`config.mk`:
```
export PLATFORM = sky130hd
export DESIGN_NAME = snoopy_bus_master
export DESIGN_NICKNAME = d
export VERILOG_FILES = /design/src/rtl/snoopy_bus_master.sv
export SDC_FILE = /design/constraint.sdc
export NUM_CORES = 1
export LEC_CHECK = 0
export CAP_MARGIN = 20
export CORE_AREA = 2 2 109 69
export CTS_BUF_LIST = sky130_fd_sc_hd__clkbuf_4 sky130_fd_sc_hd__clkbuf_8
export CTS_CLUSTER_SIZE = 10
export DETAILED_ROUTE_END_ITERATION = 6
export DIE_AREA = 0 0 111 71
export PLACE_DENSITY_LB_ADDON = 0.08
export SYNTH_ARGS = -nofsm -noshare
export SYNTH_HDL_FRONTEND = slang
export SYNTH_SLANG_ARGS = --single-unit
```
`constraint.sdc`:
```
create_clock -name clock -period 2.3 [get_ports clock]
set_input_delay 0.23 -clock clock [delete_from_list [all_inputs] [get_ports clock]]
set_output_delay 0.23 -clock clock [all_outputs]
set_load 0.005 [all_outputs]
```
`src/rtl/snoopy_bus_master.sv`:
```
// Bus-side master of a snoopy cache: arbitrates for the shared bus,
// broadcasts the command/address and streams read blocks into the cache.
module snoopy_bus_master #(
    parameter int OFFSET_WIDTH = 2,
    parameter int INDEX_WIDTH  = 6,
    parameter int TAG_WIDTH    = 8,
    parameter int DATA_WIDTH   = 32
) (
    input  logic                                      clock,
    input  logic                                      reset,
    input  logic                                      reqValid,
    input  logic [1:0]                                reqCommand,
    input  logic [TAG_WIDTH+INDEX_WIDTH-1:0]          reqBlockAddress,
    output logic                                      done,
    output logic                                      arbiterRequest,
    input  logic                                      arbiterGrant,
    output logic [1:0]                                busCommand,
    output logic [TAG_WIDTH+INDEX_WIDTH+OFFSET_WIDTH-1:0] busAddress,
    output logic                                      busReadEnabled,
    input  logic                                      busFunctionComplete,
    input  logic [DATA_WIDTH-1:0]                     busDataIn,
    output logic                                      fillWrite,
    output logic [OFFSET_WIDTH-1:0]                   fillOffset,
    output logic [DATA_WIDTH-1:0]                     fillData
);

    localparam int BW = TAG_WIDTH + INDEX_WIDTH;

    localparam logic [1:0] CMD_NONE       = 2'd0;
    localparam logic [1:0] CMD_INVALIDATE = 2'd3;

    typedef enum logic [2:0] {
        IDLE,
        ARBITRATE,
        INVALIDATE,
        READ_WORD,
        WAIT_ACK,
        FINISH
    } state_t;

    state_t                  state;
    logic [1:0]              cmdLatch;
    logic [BW-1:0]           blockLatch;
    logic [OFFSET_WIDTH-1:0] offset;
    logic [OFFSET_WIDTH-1:0] nextOffset;
    logic                    owning;

    assign nextOffset = offset + OFFSET_WIDTH'(1);

    assign owning = (state == INVALIDATE) || (state == READ_WORD) ||
                    (state == WAIT_ACK)   || (state == FINISH);

    // Request FSM; every output is a register updated here
    always_ff @(posedge clock or posedge reset) begin
        if (reset) begin
            state          <= IDLE;
            cmdLatch       <= CMD_NONE;
            blockLatch     <= '0;
            offset         <= '0;
            done           <= 1'b0;
            arbiterRequest <= 1'b0;
            busCommand     <= CMD_NONE;
            busAddress     <= '0;
            busReadEnabled <= 1'b0;
            fillWrite      <= 1'b0;
            fillOffset     <= '0;
            fillData       <= '0;
        end else begin
            fillWrite <= 1'b0;
            done      <= 1'b0;
            case (state)
                IDLE: begin
                    if (reqValid && reqCommand != CMD_NONE) begin
                        cmdLatch       <= reqCommand;
                        blockLatch     <= reqBlockAddress;
                        arbiterRequest <= 1'b1;
                        state          <= ARBITRATE;
                    end
                end
                ARBITRATE: begin
                    if (arbiterGrant) begin
                        busCommand <= cmdLatch;
                        busAddress <= {blockLatch, {OFFSET_WIDTH{1'b0}}};
                        offset     <= '0;
                        if (cmdLatch == CMD_INVALIDATE) begin
                            state <= INVALIDATE;
                        end else begin
                            busReadEnabled <= 1'b1;
                            state          <= READ_WORD;
                        end
                    end
                end
                INVALIDATE: begin
                    // peers act on the invalidate during its single bus cycle
                    busCommand <= CMD_NONE;
                    state      <= FINISH;
                end
                READ_WORD: begin
                    if (busFunctionComplete) begin
                        fillData       <= busDataIn;
                        fillOffset     <= offset;
                        fillWrite      <= 1'b1;
                        busReadEnabled <= 1'b0;
                        offset         <= nextOffset;
                        busAddress     <= {blockLatch, nextOffset};
                        state          <= WAIT_ACK;
                    end
                end
                WAIT_ACK: begin
                    if (offset != '0) begin
                        busReadEnabled <= 1'b1;
                        state          <= READ_WORD;
                    end else begin
                        state <= FINISH;
                    end
                end
                FINISH: begin
                    busCommand     <= CMD_NONE;
                    arbiterRequest <= 1'b0;
                    done           <= 1'b1;
                    state          <= IDLE;
                end
                default: begin
                    state <= IDLE;
                end
            endcase
        end
    end

    // Losing the grant while driving the bus is unrecoverable
    a_grant_held : assert property (
        @(posedge clock) disable iff (reset) owning |-> arbiterGrant
    );

endmodule

```
==> results.md <==
Global route:
- Global routing used 16.6% of the available tracks.
- The global-route wire length before repair is 10.3 mm.
- The global-route congestion overflow total is 0.
- The number of antenna violations at the first check in global routing is 0.
- Entering global routing, the biggest net connects between 70 and 80 pins.
- The via count of the first global-routing pass is 2,080.

Clock network:
- Clock tree synthesis inserted a total of 9 buffers.
- In this run, post-CTS repair resized a total of 0 instances.
- The tree built by TritonCTS fans out to 75 sinks.
- The cell at the root of the clock tree is sky130_fd_sc_hd__clkbuf_8.
- The register clock-pin slew on the reported worst setup and hold paths is 0.08 ns.
- The maximum count of clock buffers along a single path is 2.
- The clock insertion delay at the later pin of the skew report is 0.34 ns.
- The H-tree depth is 3.
- The TritonCTS clock tree is done.
- The number of setup buffers added after CTS is 0.
- The number of hold buffers added after CTS was 0.

Logic synthesis:
- The number of warnings reported in the yosys synthesis log is 0.
- The main flop type after synthesis is sky130_fd_sc_hd__dfrtp_1.
- The share of async-settable or async-resettable flops after synthesis is 100%.
- Yosys mapped a number of flops with a built-in enable equal to 0.
- The post-synthesis net count is about 250.
- The number of distinct standard cells referenced by the synthesized netlist is 34.
- Averaged over all synthesized cells, the footprint is 16.2 um^2.
- The post-synth design cell area is 0.00313 mm^2.
- The synthesized design contains 75 register bits.
- The synthesized netlist cell count is 193.
- The sequential area share after synthesis is 59.9%.

Cells and area:
- In the final layout, the share of cells above drive strength 1 is 26.8%.
- The fill cell instance count of the final layout is a little over 500.
- The library cell used most frequently in the layout, excluding fill and tap cells, is sky130_fd_sc_hd__clkdlybuf4s50_1.
- The final layout contains 363 nets.
- The antenna diode instance count is 0.
- Registers take 0.00188 mm^2.
- In the layout the commonest cells are sky130_fd_sc_hd__clkdlybuf4s50_1 (108), sky130_fd_sc_hd__dfrtp_1 (75), sky130_fd_sc_hd__mux2_4 (36).
- The area growth from synthesis to layout is 45.1%.
- The multi-input combinational cells in the finished layout cover a total of 0.00114 mm^2.

Drt:
- The detail route stage leaves a number of antenna-violating nets equal to 0.
- The DRC violation count after routing is 0.
- For this block, the via count after detailed routing is 1,947.
- Using the TritonRoute via totals, the vias-per-cell ratio works out to 4.81.
- The routed length per placed instance is 15.4 um.
- For this block, the routed nets add up to 6.23 mm of wire.
- The number of search-and-repair iterations in the first detailed-routing pass is 4.
- The detailed router finished its first iteration with 86 violations.

STA:
- The post-route setup TNS is 0 ns.
- The max-slew violation total from the final report is 0.
- For the pin with the worst max-slew slack, the measured transition is 0.592 ns.
- The shortest clock period the worst path allows after layout is 1.87 ns.
- The setup-violating endpoint count in the final report is 0.
- The timing-limited maximum frequency is 0.534 GHz.
- Across the routed clock network, the largest skew measured is 0.00838 ns.
- In this run the tightest slew margin relative to its limit is between 60% and 70%.
- The final critical path takes up between 80% and 90% of the cycle.
- The final critical-path setup slack is 0.428 ns.
- The final hold slack is 0.302 ns.
- Setup repair after global routing left no endpoint under its margin.
- The final number of hold-violating endpoints is 0.

Floorplan:
- Measured along the y axis, the die boundary spans between 70 and 80 um.
- The I/O pin total is 109.
- The initial cell density of the core is 45.1%.
- The die covers between 0.007 and 0.008 mm^2.
- The core footprint is 0.00694 mm^2.
- The horizontal extent of the die is 111 um.
- The total number of placement rows is 24.

Power and ir drop:
- The total chip power is 6.15 mW.
- In this run the power density over the cells is 1350 mW/mm^2.
- For this design the static power due to leakage is 2.03 nW.
- The largest voltage drop on the vdd net is just over 0.6 mV.

Setup path:
- At the worst endpoint, the required time is 2.52 ns.
- The arrival time reported for the critical path endpoint is approximately 2.1 ns.
- The worst setup path is launched from a flip-flop.
- The critical path goes through mux2i_1 > nor3_4 > buf_4 > mux2_2.
- The worst setup path is of the flip-flop to flip-flop kind.
- Of all nets on the critical path, the largest fanout is 17.
- The number of gates on the worst path with buffers counted is 4.
- The kind of cell adding the most delay to the critical path is flip-flops.
- The number of buffers and inverters on the critical path is 1.
- The worst setup path is captured at a flip-flop.
- The critical-path cell with the highest stage delay is sky130_fd_sc_hd__dfrtp_1.
- On the worst path, the slowest cell contributes a delay of 0.73 ns.
- The path depth of the worst reg2reg path is 4.

Place:
- During placement, the flow inserted port buffers numbering 108.
- After legalization and detailed placement, the total HPWL measured approximately 4.4 mm.
- The weighted congestion at the end of routability-driven global placement is roughly 0.8.
- The worst-case setup slack after placement is 0.314 ns.

Hold path:
- In this run the worst hold path is classified as input port to asynchronous set/reset pin.

Run:
- The max-cap violation count is 0.

Run status:
- The flow ran to the end, and the final reports show no timing, DRC or antenna violations.
[cells in the mapped netlist (all sizes together), types with 2 or more instances]
| library cell | n | area share (%) |
|---|---|---|
| dfrtp | 75 | 60 |
| mux2 | 64 | 27 |
| buf | 10 | 2.8 |
| inv | 6 | 0.72 |
| o21ai | 5 | 0.80 |
| nand2 | 3 | 0.36 |
| nand2b | 3 | 0.60 |
| nor2 | 3 | 0.36 |
| mux2i | 2 | 0.64 |
| nand3 | 2 | 0.72 |
| nor2b | 2 | 0.40 |
| nor3 | 2 | 0.68 |
| o22ai | 2 | 0.40 |
[flip-flops by register name, indices dropped and copies added, names as in the netlist]
name / count
arbiterRequest: 1
blockLatch: 14
busAddress: 16
busCommand: 2
busReadEnabled: 1
cmdLatch: 2
done: 1
fillData: 32
fillOffset: 2
fillWrite: 1
state: 3
[area by class of cell]
type                    count  share of cell area [%]
multi-input cells         102                    25.2
inverters                   6                   0.495
well taps                  91                    2.50
flip-flops and latches     75                    41.3
clock inverters             5                    1.87
repair buffers            115                    25.5
clock buffers              11                    3.19
[worst register-to-register path: cells and delay by family (launching register included)]
kind,cells,cell delay (ns)
DFF,1,0.73
buffers and inverters,1,0.26
and+or+nand+nor,1,0.18
muxes,2,0.59
[power by group]
| part | total [mW] | leakage, nW | switching, mW | internal (mW) |
|---|---|---|---|---|
| Clock | 1.13 | 0.114 | 0.473 | 0.658 |
| Sequential | 2.39 | 0.906 | 0.407 | 1.98 |
| Combinational | 2.63 | 1.01 | 0.810 | 1.82 |
[final timing paths]
kind	start	end	slack, ns
setup / recovery	state[1]	busAddress[4]	0.43
hold / removal	reset	fillData[23]	0.30
setup reg to reg	state[1]	busAddress[4]	0.43
hold reg to reg	busAddress[2]	busAddress[2]	0.49
max in group asynchronous	reset	busAddress[4]	1.71
min in group clock	busAddress[2]	busAddress[2]	0.49
[routing by layer]
| metal | global-route usage [%] | up-vias | part of all wire, % |
|---|---|---|---|
| met1 | 23.0 | 958 | 47 |
| met2 | 24.7 | 67 | 45 |
| met4 | 4.17 | 0 | 0.40 |
| met3 | 6.86 | 4 | 6.7 |
| met5 | 0 | - | 0 |
| li1 | - | 918 | - |
[logic make-up (layout without fill, tap and decap cells)]
group                      after synthesis  in the layout  synth area share (%)
muxes                                   66             66                  28.0
DFF                                     75             75                  59.9
and+or+nand+nor                         18             18                  4.27
AOI/OAI and AO/OA                       17             17                  3.88
buffers and inverters                   16            137                  3.56
adders and majority gates                1              1                 0.399
[stage by stage]
stage | std cells | cell area, um^2 | util [%]
after global routing | 405 | 4550 | 65.5
after CTS | 405 | 4550 | 65.5
final | 405 | 4550 | 65.5
after global placement | 389 | 4320 | 62.2
after floorplan | 193 | 3130 | -
after detailed placement | 389 | 4320 | 62.2
Power figures use the tool's default switching activity.
